**src/rtl/hamming_pkg.sv**
```systemverilog
// -----------------------------------------------------------------------------
// hamming_pkg
// Shared helpers for the Hamming SEC/SECDED decoder: codeword geometry
// (parity width, Hamming width, total code width), data-bit placement and the
// error classification type used by the syndrome decoder.
// No ports (package).
// -----------------------------------------------------------------------------
package hamming_pkg;

    typedef enum logic [1:0] {
        ERR_NONE   = 2'd0,
        ERR_SINGLE = 2'd1,
        ERR_UNCORR = 2'd2
    } err_class_e;

    // Smallest p with 2^p >= data_w + p + 1. Scanned downward so the last hit
    // is the smallest qualifying p.
    function automatic int parity_width(input int data_w);
        int r;
        r = 0;
        for (int p = 30; p >= 1; p--) begin
            if ((1 << p) >= data_w + p + 1) r = p;
        end
        return r;
    endfunction

    function automatic int hamming_width(input int data_w);
        return data_w + parity_width(data_w);
    endfunction

    function automatic int code_width(input int data_w, input int secded);
        return hamming_width(data_w) + ((secded != 0) ? 1 : 0);
    endfunction

    function automatic logic is_pow2(input int pos);
        return (pos > 0) && ((pos & (pos - 1)) == 0);
    endfunction

    // Codeword position (1-based) of data bit idx. Non-power-of-two positions
    // are dense, so 2*idx+8 always bounds the search.
    function automatic int data_pos(input int idx);
        int cnt;
        int r;
        cnt = 0;
        r   = 0;
        for (int pos = 3; pos <= 2 * idx + 8; pos++) begin
            if (!is_pow2(pos)) begin
                if (cnt == idx) r = pos;
                cnt++;
            end
        end
        return r;
    endfunction

endpackage

```
**src/rtl/hamming_syndrome_decode.sv**
```systemverilog
// -----------------------------------------------------------------------------
// hamming_syndrome_decode
// Combinational classification of a syndrome (and, in SECDED mode, the overall
// parity q) into clean / single / uncorrectable, plus a one-hot flip mask over
// the Hamming positions.
// Ports:
//   i_syn         P_W  raw syndrome
//   i_q           1    overall parity of the received codeword
//   o_flip_mask   H_W  one-hot bit to invert (all zero when nothing to flip)
//   o_err_single  1    single error detected/corrected
//   o_err_uncorr  1    uncorrectable error
// -----------------------------------------------------------------------------
module hamming_syndrome_decode
    import hamming_pkg::*;
#(
    parameter  int DATA_W = 8,
    parameter  int SECDED = 0,
    localparam int P_W    = parity_width(DATA_W),
    localparam int H_W    = DATA_W + P_W
) (
    input  logic [P_W-1:0] i_syn,
    input  logic           i_q,
    output logic [H_W-1:0] o_flip_mask,
    output logic           o_err_single,
    output logic           o_err_uncorr
);

    err_class_e w_class;
    logic       w_syn_nz;
    logic       w_in_range;
    logic       w_flip_en;

    assign w_syn_nz   = (i_syn != '0);
    assign w_in_range = (i_syn <= P_W'(H_W));

    always_comb begin
        w_class = ERR_NONE;
        if (SECDED != 0) begin
            // s==0 with odd parity means only the overall parity bit flipped.
            if (!w_syn_nz)                  w_class = i_q ? ERR_SINGLE : ERR_NONE;
            else if (!i_q || !w_in_range)   w_class = ERR_UNCORR;
            else                            w_class = ERR_SINGLE;
        end else begin
            if (!w_syn_nz)                  w_class = ERR_NONE;
            else if (w_in_range)            w_class = ERR_SINGLE;
            else                            w_class = ERR_UNCORR;
        end
    end

    assign o_err_single = (w_class == ERR_SINGLE);
    assign o_err_uncorr = (w_class == ERR_UNCORR);
    assign w_flip_en    = o_err_single && w_syn_nz;

    always_comb begin
        o_flip_mask = '0;
        for (int i = 0; i < H_W; i++) begin
            o_flip_mask[i] = w_flip_en && (i_syn == P_W'(i + 1));
        end
    end

endmodule

```
**src/rtl/hamming_sec_corrector.sv**
```systemverilog
// -----------------------------------------------------------------------------
// hamming_sec_corrector
// Two-stage pipelined Hamming SEC (optionally SECDED) decoder with valid/ready
// handshake on both sides and saturating error-event counters.
// Ports:
//   clk, rst                 clock, async active-high reset
//   in_valid/in_ready        input handshake
//   code_in     N_W          received codeword (bit i = position i+1)
//   out_valid/out_ready      output handshake
//   data_out    DATA_W       corrected data
//   err_pos     P_W          raw syndrome
//   err_single, err_uncorr   error status of data_out
//   cnt_clear                sync clear of both counters
//   cnt_single, cnt_uncorr   CNT_W saturating counts of delivered results
// -----------------------------------------------------------------------------
module hamming_sec_corrector
    import hamming_pkg::*;
#(
    parameter  int DATA_W = 8,
    parameter  int SECDED = 0,
    parameter  int CNT_W  = 16,
    localparam int P_W    = parity_width(DATA_W),
    localparam int H_W    = DATA_W + P_W,
    localparam int N_W    = H_W + ((SECDED != 0) ? 1 : 0)
) (
    input  logic              clk,
    input  logic              rst,
    input  logic              in_valid,
    output logic              in_ready,
    input  logic [N_W-1:0]    code_in,
    output logic              out_valid,
    input  logic              out_ready,
    output logic [DATA_W-1:0] data_out,
    output logic [P_W-1:0]    err_pos,
    output logic              err_single,
    output logic              err_uncorr,
    input  logic              cnt_clear,
    output logic [CNT_W-1:0]  cnt_single,
    output logic [CNT_W-1:0]  cnt_uncorr
);

    logic              r_s1_valid;
    logic [H_W-1:0]    r_s1_code;
    logic [P_W-1:0]    r_s1_syn;
    logic              r_s1_q;

    logic              r_s2_valid;
    logic [DATA_W-1:0] r_s2_data;
    logic [P_W-1:0]    r_s2_syn;
    logic              r_s2_single;
    logic              r_s2_uncorr;

    logic [CNT_W-1:0]  r_cnt_single;
    logic [CNT_W-1:0]  r_cnt_uncorr;

    logic              w_s2_adv;
    logic              w_s1_adv;
    logic              w_out_hs;
    logic [P_W-1:0]    w_syn;
    logic              w_q;
    logic [H_W-1:0]    w_flip;
    logic [H_W-1:0]    w_corr;
    logic [DATA_W-1:0] w_data;
    logic              w_single;
    logic              w_uncorr;

    assign w_s2_adv = !r_s2_valid || out_ready;
    assign w_s1_adv = !r_s1_valid || w_s2_adv;
    assign w_out_hs = r_s2_valid && out_ready;

    // Syndrome is the XOR of the positions of all set Hamming bits.
    always_comb begin
        w_syn = '0;
        for (int pos = 1; pos <= H_W; pos++) begin
            if (code_in[pos-1]) w_syn = w_syn ^ P_W'(pos);
        end
    end

    assign w_q = ^code_in;

    always_ff @(posedge clk or posedge rst) begin
        if (rst) begin
            r_s1_valid <= 1'b0;
            r_s1_code  <= '0;
            r_s1_syn   <= '0;
            r_s1_q     <= 1'b0;
        end else begin
            if (w_s1_adv) r_s1_valid <= in_valid;
            if (in_valid && w_s1_adv) begin
                r_s1_code <= code_in[H_W-1:0];
                r_s1_syn  <= w_syn;
                r_s1_q    <= w_q;
            end
        end
    end

    hamming_syndrome_decode #(
        .DATA_W (DATA_W),
        .SECDED (SECDED)
    ) u_decode (
        .i_syn        (r_s1_syn),
        .i_q          (r_s1_q),
        .o_flip_mask  (w_flip),
        .o_err_single (w_single),
        .o_err_uncorr (w_uncorr)
    );

    // Uncorrectable words have an all-zero mask, so data passes through raw.
    assign w_corr = r_s1_code ^ w_flip;

    always_comb begin
        w_data = '0;
        for (int i = 0; i < DATA_W; i++) begin
            w_data[i] = w_corr[data_pos(i)-1];
        end
    end

    always_ff @(posedge clk or posedge rst) begin
        if (rst) begin
            r_s2_valid  <= 1'b0;
            r_s2_data   <= '0;
            r_s2_syn    <= '0;
            r_s2_single <= 1'b0;
            r_s2_uncorr <= 1'b0;
        end else begin
            if (w_s2_adv) r_s2_valid <= r_s1_valid;
            if (r_s1_valid && w_s2_adv) begin
                r_s2_data   <= w_data;
                r_s2_syn    <= r_s1_syn;
                r_s2_single <= w_single;
                r_s2_uncorr <= w_uncorr;
            end
        end
    end

    always_ff @(posedge clk or posedge rst) begin
        if (rst) begin
            r_cnt_single <= '0;
            r_cnt_uncorr <= '0;
        end else if (cnt_clear) begin
            r_cnt_single <= '0;
            r_cnt_uncorr <= '0;
        end else if (w_out_hs) begin
            if (r_s2_single && !(&r_cnt_single)) r_cnt_single <= r_cnt_single + CNT_W'(1);
            if (r_s2_uncorr && !(&r_cnt_uncorr)) r_cnt_uncorr <= r_cnt_uncorr + CNT_W'(1);
        end
    end

    assign in_ready   = w_s1_adv;
    assign out_valid  = r_s2_valid;
    assign data_out   = r_s2_data;
    assign err_pos    = r_s2_syn;
    assign err_single = r_s2_single;
    assign err_uncorr = r_s2_uncorr;
    assign cnt_single = r_cnt_single;
    assign cnt_uncorr = r_cnt_uncorr;

endmodule
```
**config.mk**
```make
export PLATFORM = sky130hd
export DESIGN_NAME = hamming_sec_corrector
export DESIGN_NICKNAME = d
export VERILOG_FILES = /design/src/rtl/hamming_pkg.sv /design/src/rtl/hamming_syndrome_decode.sv /design/src/rtl/hamming_sec_corrector.sv
export SDC_FILE = /design/constraint.sdc
export NUM_CORES = 1
export LEC_CHECK = 0
export CORE_MARGIN = 8
export CORE_UTILIZATION = 35
export DETAILED_ROUTE_END_ITERATION = 10
export DONT_BUFFER_PORTS = 1
export PLACE_DENSITY = 0.53
export SLEW_MARGIN = 20
export SYNTH_ARGS = -nofsm -noshare
export SYNTH_HDL_FRONTEND = slang
export SYNTH_SLANG_ARGS = --single-unit
```
**constraint.sdc**
```tcl
create_clock -name clk -period 4 [get_ports clk]
set_input_delay 0.8 -clock clk [delete_from_list [all_inputs] [get_ports clk]]
set_output_delay 0.8 -clock clk [all_outputs]
set_load 0.01 [all_outputs]
```
# Word-level counts from Yosys, hierarchy flattened
# Index checks and enable logic that the tools add are counted.
# classes
n_bitwise	12
muxes	20
add_sub_neg	2
n_eq_ne	14
n_reduce_logical	32
magnitude_cmp	1
# op_table
operator	count
16-bit 2-to-1 mux	6
16-bit by 1-bit adder with 16-bit output (second input constant)	2
16-bit AND reduction	2
4-bit == test (second input constant)	5
4-bit 2-to-1 mux	5
1-bit logical AND	18
4-bit by 3-bit == test with 1-bit output (second input constant)	4
3-bit 2-to-1 mux	4
2-bit inverter	6
12-bit XOR	1
4-bit by 2-bit == test with 1-bit output (second input constant)	2
2-bit 2-to-1 mux	4
3-bit inverter	2
2-bit nonzero test	3
4-bit by 1-bit == test with 1-bit output (second input constant)	1
4-bit <= comparator (second input constant)	1
1-bit zero test	4
2-bit AND reduction	2
4-bit nonzero test	1
1-bit inverter (first input constant)	3
2-bit by 1-bit == test with 1-bit output (second input constant)	1
2-bit == test (second input constant)	1
1-bit logical OR	2
1-bit 2-to-1 mux	1
# totals
out_inout_bits	48
word_cells	91
input_bits	17
ff_bits	64

# Longest topological paths before layout
# depth
ltp_word	20
depth_mapped	6
ltp_nobuf	5

# Hierarchy
# Synthesis repeated with hierarchy kept, for this count alone.
# hier_totals
hier_cells	332
hier_area_um2	3294.4
# modules_own_cells
module	cells_each	area_each_um2	seq_area_each_um2	n_inst
hamming_sec_corrector	311	3184.3	1526.5	1
hamming_syndrome_decode	21	110.1	0.0	1

# Least setup slack after synthesis
# Ideal clock, no wire load.
# synth_path
path_type	input-to-reg
from	input port out_ready
to	register r_cnt_uncorr[15] (netlist: cnt_uncorr[15])
path_stages	5
slack_ps	1911
setup_time_ps	125
path_buffers	1
arrival_time_ps	1965
required_time_ps	3875
path_cell_list	nand3_1 > or3_1 > clkbuf_1 > nor4_1 > mux2_2
# synth_via
elab_chain_cells	3
# synth_lines
element	line	source
from (decl)	hamming_sec_corrector.sv:32	input logic out_ready,
1-bit logical AND	hamming_sec_corrector.sv:69	assign w_out_hs = r_s2_valid && out_ready;
2-bit nonzero test (no line)	-	
2-bit AND reduction (no line)	-	
to (signal assigned)	hamming_sec_corrector.sv:145	if (r_s2_uncorr && !(&r_cnt_uncorr)) r_cnt_uncorr <= r_cnt_uncorr + CNT_W'(1);
to (decl)	hamming_sec_corrector.sv:54	logic [CNT_W-1:0] r_cnt_uncorr;
# No other way between the ends.
# A chain may end at the register's enable or synchronous reset.

# Worst setup path in the final report
# layout_path
from	register r_s2_valid (netlist: out_valid)
to	register r_cnt_uncorr[15] (netlist: cnt_uncorr[15])
# layout_via
elab_chain_cells	3
# layout_lines
element	line	source
from (decl)	hamming_sec_corrector.sv:47	logic r_s2_valid;
from (signal assigned)	hamming_sec_corrector.sv:126	if (w_s2_adv) r_s2_valid <= r_s1_valid;
1-bit logical AND	hamming_sec_corrector.sv:69	
2-bit nonzero test (no line)	-	
2-bit AND reduction (no line)	-	
# No other way between the ends.

==> impl_metrics.tcl <==
set metrics [dict create \
    path_max_fanout 14 \
    grt_pass1_vias 2410 \
    synth_edf_count 0 \
    dr.pass1.iters 4 \
    crit_path_top_delay_cell "or3_1" \
    die-height_um 111.2 \
    place_ws_ns 1.613 \
    crit_type "flop to flop" \
    finalNonFillerCells 427 \
    io_pins 65 \
    placement.io_buffers 0 \
    initial_core_util_pct 36.18 \
    post_drt_via_cell_ratio 5.686 \
    status "completed" \
    worstMarginPinSlew_ns 1.001 \
    ctsHtreeMaxLevel 3 \
    fin_skew_ns 0.009338 \
    worst_slack_ns 1.834 \
    grt_pass1_wl_mm 12.88 \
    grtUsageTotal_pct 12.68 \
    fin_crit_sh_pct 54.14 \
    vias 2428 \
    antenna_found_initial 0 \
    fin_setup_tns_ns 0 \
    timing.fmax_mhz 461.8 \
    maxCapViolations 0 \
    min-delay-path-class "flop to flop" \
    cts.clk_slew.worst_paths_ns 0.07 \
    die_w_um 111.2 \
    ant_nets 0 \
    ys.flop_type "dfrtp_1" \
    core_area_mm2 0.008763 \
    final_net_count 333 \
    cts-hold-fix-buffers 0 \
    wl_mm 7.552 \
    hold_viol 0 \
    drive_above_1_share_pct 14.11 \
    cp.required_ns 4.23 \
    clk_latency_ns 0.34 \
    num_rows 34 \
    seqCellArea_mm2 0.001501 \
    rsz0062_at_grt "no" \
    period_needed_ns 2.166 \
    ir_drop_v 0.0002503 \
    area.growth.synth_to_final_pct 9.234 \
    setup_viol 0 \
    wl_per_cell_um 17.69 \
    avgSynthCellArea_um2 10.00 \
    cts_buffers 9 \
    n_antenna_cell 0 \
    critPathLaunchType "flop" \
    cts_tree "built" \
    fp.dieArea_mm2 0.01236 \
    place_hpwl_mm 5.426 \
    cts.sinks 60 \
    filler_cell_count 887 \
    postCtsResizedCells 0 \
    dr.first_iter.drc_count 118 \
    path_cells "nand3_1 -> or3_1 -> nor4_1 -> mux2_2" \
    leakagePower_uw 0.001318 \
    grt_max_degree 45 \
    critPathMaxStageDelay_ns 0.59 \
    drc_errors 0 \
    synth_cell_types 43 \
    dp.cells 411 \
    synth-seq-area-share_pct 47.36 \
    ys.warnings.count 0 \
    root_buffer "clkbuf_8" \
    p_per_area_mw_per_mm2 443.4 \
    gr-total-overflow 0 \
    syn-num-nets 336 \
    cts.path.max_buffers 2 \
    ys_seq_elements 60 \
    async_reset_ff_share_pct 100.0 \
    netlist_instances 317 \
    postCtsSetupRepairBufs 0 \
    relSlewSlack_pct 32.63 \
    synth_area_mm2 0.003171 \
    crit_path_end_kind "flop" \
    slew_violations 0 \
    critPathArrivalTime_ns 2.39 \
    multi_input_area_mm2 0.001575 \
    place.gp.congestion 0.7666 \
]
layout by cell type, fill, tap and decap left out, types with 2 or more instances in the layout:
| cell type | instances |
|---|---|
| a21oi_1 | 21 |
| and3_1 | 2 |
| buf_4 | 2 |
| clkbuf_8 | 11 |
| clkinv_2 | 2 |
| dfrtp_1 | 60 |
| ha_1 | 2 |
| inv_1 | 8 |
| mux2_2 | 18 |
| mux2i_1 | 2 |
| nand2_1 | 33 |
| nand2b_1 | 3 |
| nand3_1 | 9 |
| nand4_1 | 8 |
| nand4b_1 | 2 |
| nor2_1 | 11 |
| nor2b_1 | 4 |
| nor3_1 | 4 |
| nor4_1 | 7 |
| nor4bb_1 | 4 |
| o211ai_1 | 2 |
| o21a_1 | 2 |
| o21ai_0 | 18 |
| o311ai_0 | 3 |
| o31a_1 | 2 |
| o31ai_1 | 12 |
| o41ai_1 | 4 |
| or2_2 | 2 |
| or3_1 | 6 |
| or4_1 | 14 |
| xnor2_1 | 18 |
| xor2_1 | 6 |
final timing paths:
kind / slack, ns / cells after the start / endpoint / start
min: 0.49 / 1 / out_valid / r_s1_valid
max in group asynchronous: 2.68 / 2 / cnt_single[7] / rst
min reg2reg: 0.49 / 1 / out_valid / r_s1_valid
min in group asynchronous: 0.54 / 1 / cnt_single[15] / rst
max reg2reg: 1.83 / 4 / cnt_uncorr[15] / out_valid
max: 1.83 / 4 / cnt_uncorr[15] / out_valid
critical path: cells and delay by family (launching register included):
family,cells,cell delay (ns)
AND/OR/NAND/NOR,3,1.19
flip-flops,1,0.50
multiplexers,1,0.37
registers in the layout, indices dropped and copies added (netlist names):
signal	flops
err_pos	4
cnt_uncorr	16
out_valid	1
cnt_single	16
data_out	8
r_s1_valid	1
r_s1_syn	4
err_uncorr	1
r_s1_code	8
err_single	1
per-stage QoR:
stage | util, % | instance area (um^2) | total power [uW] | hold WS (ns)
5_1_grt | 39.52 | 3463 | 1630 | 0.4896
2_1_floorplan | - | 3171 | 939.6 | 0.4572
3_5_place_dp | 37.21 | 3261 | 993.1 | 0.4729
4_1_cts | 39.52 | 3463 | 1566 | 0.4844
6_report | 39.52 | 3463 | 1535 | 0.4855
3_3_place_gp | 37.21 | 3261 | 988.0 | 0.4742
cell type report:
| class | instances | area share (%) |
|---|---|---|
| Multi-Input combinational cell | 232 | 45.48 |
| Sequential cell | 60 | 43.35 |
| Clock buffer | 12 | 4.480 |
| Tap cell | 108 | 3.902 |
| Clock inverter | 4 | 1.373 |
| Inverter | 9 | 0.9754 |
| Timing Repair Buffer | 2 | 0.4335 |
per-layer routing:
layer | GRT usage (%) | wire, um | up-vias
li1 | - | - | 1173
met1 | 15.15 | 3275 | 1158
met2 | 18.81 | 3329 | 85
met3 | 5.844 | 805 | 12
met4 | 6.044 | 142 | 0
met5 | 0 | 0 | -
synth_stat cells (6+ instances only):
master | number | area share, %
nor4_1 | 7 | 1.4
xor2_1 | 6 | 1.7
inv_1 | 9 | 1.1
nand4_1 | 8 | 1.6
or3_1 | 6 | 1.2
xnor2_1 | 18 | 5.0
or4_1 | 14 | 3.3
nor2_1 | 11 | 1.3
mux2_2 | 18 | 6.4
nand2_1 | 33 | 3.9
o21ai_0 | 18 | 2.8
o31ai_1 | 12 | 2.8
dfrtp_1 | 60 | 47
nand3_1 | 9 | 1.4
clkbuf_1 | 16 | 1.9
a21oi_1 | 21 | 3.3
power by group:
| group | leakage [uW] | internal [uW] | switching (uW) |
|---|---|---|---|
| logic | 0.000434 | 94.6 | 79.0 |
| registers | 0.000781 | 680 | 118 |
| clock network | 0.000102 | 320 | 243 |
| total | 0.00132 | 1090 | 441 |
kinds of logic after synthesis:
logic type,after synthesis,synth area share [%]
AND/OR/NAND/NOR,120,22.38
adder cells (fa/ha/maj),2,0.7891
AO/OA/AOI/OAI,66,12.87
buffers and inverters,25,2.960
flip-flops,60,47.36
multiplexers,20,7.024
XOR/XNOR,24,6.630
Power figures use the tool's default switching activity.
==> variant: new RTL, config.mk and constraints unchanged <==
Put one more register stage on the output `cnt_uncorr`, without a reset. The value now appears one clock later. The other outputs are not delayed to match.
--- a/src/rtl/hamming_sec_corrector.sv
+++ b/src/rtl/hamming_sec_corrector.sv
@@ -154,5 +154,7 @@
     assign err_uncorr = r_s2_uncorr;
     assign cnt_single = r_cnt_single;
-    assign cnt_uncorr = r_cnt_uncorr;
+    always_ff @(posedge clk) begin
+        cnt_uncorr <= r_cnt_uncorr;
+    end
 
 endmodule
Check against the original RTL: not equivalent (Yosys sat finds a counterexample within 4 cycles, from zero or initial values and one cycle with rst high).
==> variant against the unedited design <==
- area after synthesis grew 15%
- global-route usage is 0.92 points lower
- utilization is 0.89 points lower
- design area increased by 14%
- sequential power rose by 19%
- final cell count rose by 15%
- wire length increased by 7.7%
- total power rose by 11%
- sequential cell count is 16 higher
- via count grew 5.5%
- die area is 13% higher
- setup slack about the same
==> variant: results (changes against the unedited design) <==
| Metric | Value |
|---|---|
| Outcome | finished, final reports clean |
| R2R cell count | 6 (+2) |
| HPWL after DPL | 5770 microns (+6.4%) |
| Fillers | 1028 (+16%) |
| Unique cell type count in the Yosys netlist | 49 (+14%) |
| Post-CTS Setup Inserts | 0 (unchanged) |
| Critical path's slowest cell | dfrtp_1 |
| Iter 0 DRT Violations | 191 (+62%) |
| Routed vias/inst | 5.23 (-8.1%) |
| RD Place Congestion | 0.790 (+3.0%) |
| Detailed Route WL | 8130 microns (+7.7%) |
| Largest net degree at the start of global routing | 52 (+16%) |
| Num CTS Buffers | 9 (unchanged) |
| CP top delay family | simple AND/OR/NAND/NOR gates |
| Final worst clock skew | 0.0104 ns (+0.00106 ns) |
| DP Area | 3760 sq um (+15%) |
| Hold depth | 0 (-1) |
| Via count | 2561 (+5.5%) |
| Longest Clk Path Bufs | 2 (unchanged) |
| HP Class | reg2reg |
| Vias in the first global route | 2490 (+3.3%) |
| Antenna diode instance count | 0 (unchanged) |
| Power Total | 1.71 mW (+11%) |
| Ratio of cells with drive above 1 in the final layout | 15.0% (+0.87 points) |
| Pre-CTS WS | 1.84 ns (+0.231 ns) |
| CP max stage delay | 0.46 ns (-0.13 ns) |
| Met3 WL | 656 microns (-19%) |
| Post-synthesis compound-gate area fraction | 8.99% (-3.9 points) |
| DRT met1 WL | 3710 microns (+13%) |
| Top sig layer | met4 |
| First-pass GRT wire length | 13200 microns (+2.7%) |
| Reg clk slew, reported paths | 0.08 ns |
| Power Sequential | 949 uW (+19%) |
| Peak VDD IR | 0.178 mV (-29%) |
| CP Max Fanout | 8 (-6) |
| Overall Global Routing Usage | 11.8% (-0.92 points) |
| Mean post-synth cell area | 10.3 sq um (+3.2%) |
| Pleak | 1.56 nW (+18%) |
| Async set-or-reset flop fraction in the synthesized netlist | 78.9% (-21 points) |
| PostCTS Resize Cnt | 0 (unchanged) |
| Mux cell area share after synthesis | 9.51% (+2.5 points) |
| Slew HR | 34.7% (+2.1 points) |
| Met2 Wirelength | 3660 microns (+9.9%) |
| Clk. pwr | 594 uW (+5.5%) |
| Synthesized Nets | 372 (+11%) |
| Power Internal | 1.25 mW (+14%) |
| Synth top cells by count | dfrtp_1, mux2_2, nand2_1 |
| Seq/Total Area, Yosys | 50.0% (+2.6 points) |
| Post-Synth Adder-Cell Area | 0.687% (-0.10 points) |
| Ranking of synthesized cells by area | dfrtp_1, mux2_2, dfxtp_1 |
| Placed insts | 474 (+15%) |
| Drt pass-1 iters | 4 (unchanged) |
| Worst skew pair latency | 0.35 ns |
| Post-Synth XOR/XNOR Area | 5.77% (-0.86 points) |
variant: area by class of cell:
cell class / count / area, sq um / share of cell area (%)
repair buffers: 2 / 15.0 / 0.380
multi-input cells: 254 / 1730 / 43.7
well taps: 136 / 170 / 4.31
clock buffers: 15 / 166 / 4.21
inverters: 6 / 22.5 / 0.570
clock inverters: 1 / 30.0 / 0.760
flip-flops and latches: 76 / 1820 / 46.1
variant: path summary, 6_finish.rpt:
kind                              endpoint             start  slack, ns
setup / recovery             cnt_single[0]     cnt_single[1]       1.83
hold / removal              cnt_uncorr[12]  r_cnt_uncorr[12]       0.47
setup reg to reg             cnt_single[0]     cnt_single[1]       1.83
hold reg to reg             cnt_uncorr[12]  r_cnt_uncorr[12]       0.47
max in group asynchronous  r_cnt_uncorr[5]               rst       2.69
min in group asynchronous    r_s1_code[10]               rst       0.48
variant: routing by layer:
metal,global-route usage [%],vias to the layer above
li1,-,1253
met1,14.5,1231
met2,17.3,69
met3,5.85,8
met4,4.24,0
met5,0,-
